**src/rtl/apb_master_pkg.sv**
```systemverilog
// rtl/apb_master_pkg.sv - shared types and constants for the APB command master
package apb_master_pkg;

    typedef enum logic [1:0] {
        IDLE   = 2'd0,
        SETUP  = 2'd1,
        ACCESS = 2'd2,
        RESP   = 2'd3
    } apb_state_e;

    localparam int ADDR_WIDTH_DEF = 12;
    localparam int DATA_WIDTH_DEF = 32;
    localparam int STRB_WIDTH     = DATA_WIDTH_DEF / 8;

    // Low address bits that must be zero for a word-aligned transfer
    localparam logic [1:0] ALIGN_MASK = 2'b11;

endpackage

```
**src/rtl/apb_cmd_master_if.sv**
```systemverilog
// rtl/apb_cmd_master_if.sv - command, response and APB bus signals of the APB command master
interface apb_cmd_master_if #(
    parameter int ADDR_WIDTH = 12,
    parameter int DATA_WIDTH = 32
);
    localparam int SW = DATA_WIDTH / 8;

    logic                  cmd_valid_i;
    logic                  cmd_ready_o;
    logic                  cmd_write_i;
    logic [ADDR_WIDTH-1:0] cmd_addr_i;
    logic [DATA_WIDTH-1:0] cmd_wdata_i;
    logic [SW-1:0]         cmd_strb_i;

    logic                  rsp_valid_o;
    logic                  rsp_ready_i;
    logic [DATA_WIDTH-1:0] rsp_rdata_o;
    logic                  rsp_err_o;

    logic                  psel_o;
    logic                  penable_o;
    logic [ADDR_WIDTH-1:0] paddr_o;
    logic                  pwrite_o;
    logic [DATA_WIDTH-1:0] pwdata_o;
    logic [SW-1:0]         pstrb_o;
    logic                  pready_i;
    logic [DATA_WIDTH-1:0] prdata_i;
    logic                  pslverr_i;

    modport master (
        input  cmd_valid_i, cmd_write_i, cmd_addr_i, cmd_wdata_i, cmd_strb_i,
        output cmd_ready_o,
        output rsp_valid_o, rsp_rdata_o, rsp_err_o,
        input  rsp_ready_i,
        output psel_o, penable_o, paddr_o, pwrite_o, pwdata_o, pstrb_o,
        input  pready_i, prdata_i, pslverr_i
    );

    modport slave (
        output cmd_valid_i, cmd_write_i, cmd_addr_i, cmd_wdata_i, cmd_strb_i,
        input  cmd_ready_o,
        input  rsp_valid_o, rsp_rdata_o, rsp_err_o,
        output rsp_ready_i,
        input  psel_o, penable_o, paddr_o, pwrite_o, pwdata_o, pstrb_o,
        output pready_i, prdata_i, pslverr_i
    );

endinterface

```
**src/rtl/apb_timeout_cnt.sv**
```systemverilog
// rtl/apb_timeout_cnt.sv - clearable saturating ACCESS-cycle counter with done flag
module apb_timeout_cnt #(
    parameter int MAX_COUNT = 256
) (
    input  logic clk_i,
    input  logic rst_i,
    input  logic clr_i,
    input  logic inc_i,
    output logic done_o
);
    localparam int                CW   = $clog2(MAX_COUNT) + 1;
    localparam logic [CW-1:0]     LAST = CW'(MAX_COUNT - 1);

    logic [CW-1:0] cnt_q, cnt_d;

    // Clear wins over increment; the count parks at LAST
    always_comb begin
        cnt_d = cnt_q;
        if (clr_i) begin
            cnt_d = '0;
        end else if (inc_i && (cnt_q != LAST)) begin
            cnt_d = cnt_q + 1'b1;
        end
    end

    // Counter register
    always_ff @(posedge clk_i) begin
        if (rst_i) begin
            cnt_q <= '0;
        end else begin
            cnt_q <= cnt_d;
        end
    end

    assign done_o = (cnt_q == LAST);

endmodule

```
**src/rtl/apb_cmd_master.sv**
```systemverilog
// rtl/apb_cmd_master.sv - APB4 requester turning a command stream into single transfers; optional APB_TIMEOUT_EN
module apb_cmd_master
    import apb_master_pkg::*;
#(
    parameter int ADDR_WIDTH     = ADDR_WIDTH_DEF,
    parameter int DATA_WIDTH     = DATA_WIDTH_DEF,
    parameter int TIMEOUT_CYCLES = 256
) (
    input  logic             pclk_i,
    input  logic             prst_i,
    apb_cmd_master_if.master bus
);
    apb_state_e            state_q, state_d;
    logic                  cmd_ready_q, cmd_ready_d;
    logic                  psel_q, psel_d;
    logic                  penable_q, penable_d;
    logic                  pwrite_q, pwrite_d;
    logic [ADDR_WIDTH-1:0] paddr_q, paddr_d;
    logic [DATA_WIDTH-1:0] pwdata_q, pwdata_d;
    logic [STRB_WIDTH-1:0] pstrb_q, pstrb_d;
    logic                  rsp_valid_q, rsp_valid_d;
    logic                  rsp_err_q, rsp_err_d;
    logic [DATA_WIDTH-1:0] rsp_rdata_q, rsp_rdata_d;
    logic                  aligned;
    logic                  timeout_done;

    assign aligned = ((bus.cmd_addr_i[1:0] & ALIGN_MASK) == 2'b00);

`ifdef APB_TIMEOUT_EN
    apb_timeout_cnt #(
        .MAX_COUNT (TIMEOUT_CYCLES)
    ) u_timeout_cnt (
        .clk_i  (pclk_i),
        .rst_i  (prst_i),
        .clr_i  (state_q == SETUP),
        .inc_i  ((state_q == ACCESS) && !bus.pready_i),
        .done_o (timeout_done)
    );
`else
    assign timeout_done = 1'b0;
`endif

    // Next-state and next-output logic; the APB output registers double as the command latch
    always_comb begin
        state_d     = state_q;
        cmd_ready_d = cmd_ready_q;
        psel_d      = psel_q;
        penable_d   = penable_q;
        pwrite_d    = pwrite_q;
        paddr_d     = paddr_q;
        pwdata_d    = pwdata_q;
        pstrb_d     = pstrb_q;
        rsp_valid_d = rsp_valid_q;
        rsp_err_d   = rsp_err_q;
        rsp_rdata_d = rsp_rdata_q;
        case (state_q)
            IDLE: begin
                if (bus.cmd_valid_i) begin
                    cmd_ready_d = 1'b0;
                    if (aligned) begin
                        state_d  = SETUP;
                        psel_d   = 1'b1;
                        paddr_d  = bus.cmd_addr_i;
                        pwrite_d = bus.cmd_write_i;
                        pwdata_d = bus.cmd_write_i ? bus.cmd_wdata_i : '0;
                        pstrb_d  = bus.cmd_write_i ? bus.cmd_strb_i  : '0;
                    end else begin
                        // Misaligned: answer with an error, never touch the bus
                        state_d     = RESP;
                        rsp_valid_d = 1'b1;
                        rsp_err_d   = 1'b1;
                        rsp_rdata_d = '0;
                    end
                end
            end
            SETUP: begin
                state_d   = ACCESS;
                penable_d = 1'b1;
            end
            ACCESS: begin
                if (bus.pready_i || timeout_done) begin
                    state_d     = RESP;
                    psel_d      = 1'b0;
                    penable_d   = 1'b0;
                    pwrite_d    = 1'b0;
                    paddr_d     = '0;
                    pwdata_d    = '0;
                    pstrb_d     = '0;
                    rsp_valid_d = 1'b1;
                    if (bus.pready_i) begin
                        rsp_err_d   = bus.pslverr_i;
                        rsp_rdata_d = pwrite_q ? '0 : bus.prdata_i;
                    end else begin
                        rsp_err_d   = 1'b1;
                        rsp_rdata_d = '0;
                    end
                end
            end
            RESP: begin
                if (bus.rsp_ready_i) begin
                    state_d     = IDLE;
                    cmd_ready_d = 1'b1;
                    rsp_valid_d = 1'b0;
                    rsp_err_d   = 1'b0;
                    rsp_rdata_d = '0;
                end
            end
            default: state_d = IDLE;
        endcase
    end

    // State and registered outputs; reset drops the bus and discards any response
    always_ff @(posedge pclk_i) begin
        if (prst_i) begin
            state_q     <= IDLE;
            cmd_ready_q <= 1'b1;
            psel_q      <= 1'b0;
            penable_q   <= 1'b0;
            pwrite_q    <= 1'b0;
            paddr_q     <= '0;
            pwdata_q    <= '0;
            pstrb_q     <= '0;
            rsp_valid_q <= 1'b0;
            rsp_err_q   <= 1'b0;
            rsp_rdata_q <= '0;
        end else begin
            state_q     <= state_d;
            cmd_ready_q <= cmd_ready_d;
            psel_q      <= psel_d;
            penable_q   <= penable_d;
            pwrite_q    <= pwrite_d;
            paddr_q     <= paddr_d;
            pwdata_q    <= pwdata_d;
            pstrb_q     <= pstrb_d;
            rsp_valid_q <= rsp_valid_d;
            rsp_err_q   <= rsp_err_d;
            rsp_rdata_q <= rsp_rdata_d;
        end
    end

    assign bus.cmd_ready_o = cmd_ready_q;
    assign bus.psel_o      = psel_q;
    assign bus.penable_o   = penable_q;
    assign bus.pwrite_o    = pwrite_q;
    assign bus.paddr_o     = paddr_q;
    assign bus.pwdata_o    = pwdata_q;
    assign bus.pstrb_o     = pstrb_q;
    assign bus.rsp_valid_o = rsp_valid_q;
    assign bus.rsp_err_o   = rsp_err_q;
    assign bus.rsp_rdata_o = rsp_rdata_q;

endmodule

```
**src/flat_wrapper.sv**
```systemverilog
// flat-port wrapper written by rule: the top's interface ports become plain ports
module apb_cmd_master_flat import apb_master_pkg::*;
#(
    parameter int ADDR_WIDTH     = ADDR_WIDTH_DEF,
    parameter int DATA_WIDTH     = DATA_WIDTH_DEF,
    parameter int TIMEOUT_CYCLES = 256
)
  (pclk_i, prst_i, bus_cmd_valid_i, bus_cmd_write_i, bus_cmd_addr_i, bus_cmd_wdata_i, bus_cmd_strb_i, bus_cmd_ready_o, bus_rsp_valid_o, bus_rsp_rdata_o, bus_rsp_err_o, bus_rsp_ready_i, bus_psel_o, bus_penable_o, bus_paddr_o, bus_pwrite_o, bus_pwdata_o, bus_pstrb_o, bus_pready_i, bus_prdata_i, bus_pslverr_i);
  apb_cmd_master_if #(.ADDR_WIDTH(ADDR_WIDTH), .DATA_WIDTH(DATA_WIDTH)) bus_i ();
  input  logic pclk_i;
  input  logic prst_i;
  input wire logic [$bits(bus_i.cmd_valid_i)-1:0] bus_cmd_valid_i;
  input wire logic [$bits(bus_i.cmd_write_i)-1:0] bus_cmd_write_i;
  input wire logic [$bits(bus_i.cmd_addr_i)-1:0] bus_cmd_addr_i;
  input wire logic [$bits(bus_i.cmd_wdata_i)-1:0] bus_cmd_wdata_i;
  input wire logic [$bits(bus_i.cmd_strb_i)-1:0] bus_cmd_strb_i;
  output wire logic [$bits(bus_i.cmd_ready_o)-1:0] bus_cmd_ready_o;
  output wire logic [$bits(bus_i.rsp_valid_o)-1:0] bus_rsp_valid_o;
  output wire logic [$bits(bus_i.rsp_rdata_o)-1:0] bus_rsp_rdata_o;
  output wire logic [$bits(bus_i.rsp_err_o)-1:0] bus_rsp_err_o;
  input wire logic [$bits(bus_i.rsp_ready_i)-1:0] bus_rsp_ready_i;
  output wire logic [$bits(bus_i.psel_o)-1:0] bus_psel_o;
  output wire logic [$bits(bus_i.penable_o)-1:0] bus_penable_o;
  output wire logic [$bits(bus_i.paddr_o)-1:0] bus_paddr_o;
  output wire logic [$bits(bus_i.pwrite_o)-1:0] bus_pwrite_o;
  output wire logic [$bits(bus_i.pwdata_o)-1:0] bus_pwdata_o;
  output wire logic [$bits(bus_i.pstrb_o)-1:0] bus_pstrb_o;
  input wire logic [$bits(bus_i.pready_i)-1:0] bus_pready_i;
  input wire logic [$bits(bus_i.prdata_i)-1:0] bus_prdata_i;
  input wire logic [$bits(bus_i.pslverr_i)-1:0] bus_pslverr_i;
  assign bus_i.cmd_valid_i = bus_cmd_valid_i;
  assign bus_i.cmd_write_i = bus_cmd_write_i;
  assign bus_i.cmd_addr_i = bus_cmd_addr_i;
  assign bus_i.cmd_wdata_i = bus_cmd_wdata_i;
  assign bus_i.cmd_strb_i = bus_cmd_strb_i;
  assign bus_cmd_ready_o = bus_i.cmd_ready_o;
  assign bus_rsp_valid_o = bus_i.rsp_valid_o;
  assign bus_rsp_rdata_o = bus_i.rsp_rdata_o;
  assign bus_rsp_err_o = bus_i.rsp_err_o;
  assign bus_i.rsp_ready_i = bus_rsp_ready_i;
  assign bus_psel_o = bus_i.psel_o;
  assign bus_penable_o = bus_i.penable_o;
  assign bus_paddr_o = bus_i.paddr_o;
  assign bus_pwrite_o = bus_i.pwrite_o;
  assign bus_pwdata_o = bus_i.pwdata_o;
  assign bus_pstrb_o = bus_i.pstrb_o;
  assign bus_i.pready_i = bus_pready_i;
  assign bus_i.prdata_i = bus_prdata_i;
  assign bus_i.pslverr_i = bus_pslverr_i;
  apb_cmd_master #(.ADDR_WIDTH(ADDR_WIDTH), .DATA_WIDTH(DATA_WIDTH), .TIMEOUT_CYCLES(TIMEOUT_CYCLES)) u_core (.pclk_i(pclk_i), .prst_i(prst_i), .bus(bus_i));
endmodule
```
**config.mk**
```make
export PLATFORM = sky130hd
export DESIGN_NAME = apb_cmd_master_flat
export DESIGN_NICKNAME = d
export VERILOG_FILES = /design/src/rtl/apb_master_pkg.sv /design/src/rtl/apb_cmd_master_if.sv /design/src/rtl/apb_timeout_cnt.sv /design/src/rtl/apb_cmd_master.sv /design/src/flat_wrapper.sv
export SDC_FILE = /design/constraint.sdc
export NUM_CORES = 1
export LEC_CHECK = 0
export CORE_MARGIN = 4
export CORE_UTILIZATION = 45
export CTS_CLUSTER_DIAMETER = 120
export DETAILED_ROUTE_END_ITERATION = 8
export GPL_TIMING_DRIVEN = 0
export PLACE_DENSITY = 0.87
export SLEW_MARGIN = 40
export SYNTH_ARGS = -nofsm -noshare
export SYNTH_HDL_FRONTEND = slang
export SYNTH_SLANG_ARGS = --single-unit
```
**constraint.sdc**
```tcl
create_clock -name pclk_i -period 3.75 [get_ports pclk_i]
set_clock_uncertainty 0.1 [all_clocks]
set_input_delay 0.75 -clock pclk_i [delete_from_list [all_inputs] [get_ports pclk_i]]
set_output_delay 0.75 -clock pclk_i [all_outputs]
set_load 0.02 [all_outputs]
```
==> results by group <==
Pwr
  • Comb power frac: 0.411
  • Switching power of the nets: around 1.0 mW
  • Clock power share: 0.209
  • Sw Share: 0.3407
  • P_int: between 1.5 and 2 mW
  • Peak VDD IR: around 0.28 mV
  • Static leakage: roughly 2.1 nW
  • PwrDens: 511.4 nW/um^2
  • Register share of total power: 0.380

Worst setup path
  • Crit path capture type: primary output
  • WS Path Type: reg2out
  • Register-to-Register Setup Slack: ~1800 ps
  • CP top delay family: buffers and inverters
  • CP cell instances: clkdlybuf4s50_1
  • WP buf/inv: 1
  • Max FO, Critical Path: 3
  • Crit path largest cell delay: between 600 and 700 ps
  • CP max stage cell: clkdlybuf4s50_1
  • CP arrival: ~1400 ps
  • CP Data Required Time: 2900 ps
  • Worst setup SP type: register

Detailed routing
  • Via count: about 3.4k
  • Post-route ant nets: 0
  • Initial DRC count: 71
  • Via-to-Cell Ratio: 4.930
  • Drt pass-1 iters: 4
  • Drt drc: 0
  • Routed len/inst: about 15 um
  • Drt total wl: between 10 and 15 mm

Yosys
  • Synth area leaders: dfxtp_1 47%, nand2b_1 12%, mux2i_1 8.5%
  • Seq/Total Area, Yosys: 0.4675
  • Number of synthesized flops with an enable pin: 0
  • Share of async-settable or async-resettable flops after synthesis: 0
  • Synth Flop Type: dfxtp_1
  • Post-synth top area share: 0.4675
  • Cells after Synth: between 400 and 500
  • Synthesized flop and latch total: 88
  • Syn_area_per_cell: 9.305 sq um
  • Syn nets: between 400 and 500
  • Post-synth cell types: 32
  • Area leader, netlist: dfxtp_1
  • Number of synthesis warnings: 0
  • Mapped cell area: 3769 sq um

Final layout
  • Final #Nets: just under 700
  • Commonest non-fill, non-tap cell in the layout: clkdlybuf4s50_1
  • P&R area growth vs syn: 54.28%
  • Proportion of layout cells with a drive suffix above 1: 0.06914
  • Fillers: 631
  • Diodes inserted: 0
  • Commonest non-fill, non-tap cells in the layout: 172 x clkdlybuf4s50_1, 88 x dfxtp_1, 72 x nand2b_1

CTS
  • CTS Sinks: 88
  • Post-CTS setup buffer count: 0
  • Max Buffers Root-to-Sink: 2
  • Post-cts hold buffer count: 0
  • Clock-pin slew on the worst setup and hold paths: approximately 80 ps
  • Number of CTS-inserted buffers: 9
  • Htree depth: 3
  • CTS tree: built
  • Post-cts resize count: 0
  • Worst skew pair latency: roughly 330 ps
  • Root Buffer: clkbuf_8

Hold path
  • Worst Hold Class: reg2reg

GRT
  • Overflow after GRT: 0
  • Vias in the first global route: roughly 3.6k
  • Initial antenna violation count: 0
  • First-pass GRT wire length: approximately 17 mm
  • Pin count of the biggest net entering global routing: 15
  • All-Layer GR Usage: 0.2090

STA
  • Relative slew slack: 0.7103
  • Final hold vios: 0
  • Final setup violation count: 0
  • RSZ-0062 raised after global routing: no
  • Period utilisation layout: 0.5971
  • Max Slew Vio Count: 0
  • Post-Route Setup TNS: 0 ps
  • Final Critical Period: between 2000 and 2500 ps
  • Worst Tran Pin Value: 434.1 ps
  • Hold Slack: 353.2 ps
  • Max Clock Freq: between 400 and 500 MHz

Floorplanning
  • Die Span X: roughly 100 um
  • Number of core rows: 33
  • Starting Density: 0.4610
  • Core area: approximately 8200 sq um
  • Die Footprint: 9903 sq um
  • I/O Pins: 173
  • Die Y: 99.52 um

Placement
  • IO buf count: ~170
  • Final Wtd Congestion: 0.8441
  • Hpwl dp: just over 8 mm

Status
  • Status: completed

Job
  • MaxCap Viol Count: 0
## routing by layer
| metal | global-route usage | wire, um | vias to the layer above | share of wire |
|---|---|---|---|---|
| met5 | 0 | 0 | - | 0 |
| met4 | 0.05462 | 78 | 0 | 0.0074 |
| met3 | 0.05259 | 715 | 6 | 0.068 |
| met2 | 0.3802 | 5327 | 113 | 0.50 |
| met1 | 0.2436 | 4470 | 1609 | 0.42 |
| li1 | - | - | 1713 | - |
## state kept, by name, summed over array words and instances (netlist names)
signal	cells
u_core.bus.pwrite_o	1
u_core.bus.rsp_err_o	1
u_core.bus.cmd_ready_o	1
u_core.bus.pwdata_o	32
u_core.bus.psel_o	1
u_core.bus.pstrb_o	4
u_core.bus.rsp_rdata_o	32
u_core.bus.paddr_o	12
u_core.bus.penable_o	1
u_core.state_q	2
u_core.bus.rsp_valid_o	1
## synth_stat cells, types with 6 or more instances
master / n
a21oi_1: 17
buf_2: 7
clkbuf_1: 14
dfxtp_1: 88
ha_1: 6
mux2i_1: 32
nand2_1: 47
nand2b_1: 72
nand3_1: 36
nand3b_1: 10
nor2_1: 6
o21ai_0: 31
o21ai_1: 7
## final timing paths
path / start / to / cells past startpoint
worst min-delay path: u_core.bus.paddr_o[10]$_SDFFE_PP0P_ / u_core.bus.paddr_o[10]$_SDFFE_PP0P_ / 2
worst max-delay path: u_core.bus.pwrite_o$_SDFFE_PP0P_ / bus_pwrite_o / 1
worst min register to register: u_core.bus.paddr_o[10]$_SDFFE_PP0P_ / u_core.bus.paddr_o[10]$_SDFFE_PP0P_ / 2
worst max register to register: u_core.state_q[0]$_SDFFE_PP0P_ / u_core.bus.pwdata_o[26]$_SDFFE_PP0P_ / 9
## through the flow
| step | power [mW] | cell area, sq um | setup slack (ps) | util | cells |
|---|---|---|---|---|---|
| floorplan | 1.915 | 3769 | 1926 | - | 405 |
| global placement | 2.351 | 5622 | 1243 | 0.6876 | 682 |
| detailed placement | 2.380 | 5622 | 1196 | 0.6876 | 682 |
| CTS | 2.999 | 5814 | 1475 | 0.7112 | 698 |
| global route | 3.128 | 5814 | 1427 | 0.7112 | 698 |
| finish | 2.973 | 5814 | 1511 | 0.7112 | 698 |
## kinds of logic (layout without fill, tap and decap cells)
family                     after synthesis  count (layout)  share of synthesized area
muxes                                   33              33                    0.08798
and+or+nand+nor                        184             184                     0.2809
adders and majority gates                6               6                    0.01992
DFF                                     88              88                     0.4675
AOI/OAI and AO/OA                       61              61                    0.08765
buffers and inverters                   33             221                    0.05611
## area by class of cell
type / instances / area, sq um / area share
Buffer: 31 / 203.9 / 0.03508
Clock inverter: 3 / 23.77 / 0.004089
Multi-Input combinational cell: 284 / 1795 / 0.3088
Sequential cell: 88 / 1762 / 0.3030
Inverter: 2 / 7.507 / 0.001291
Clock buffer: 13 / 168.9 / 0.02905
Timing Repair Buffer: 172 / 1722 / 0.2961
Tap cell: 105 / 131.4 / 0.02260
## power by group through the flow
stage	sequential [mW]	combinational (mW)	clock [mW]
4_1_cts	1.13	1.23	0.636
3_3_place_gp	1.14	1.21	0
5_1_grt	1.15	1.31	0.674
6_report	1.13	1.22	0.622
3_5_place_dp	1.15	1.23	0
2_1_floorplan	1.28	0.630	0
(Power assumes the default switching activity.)
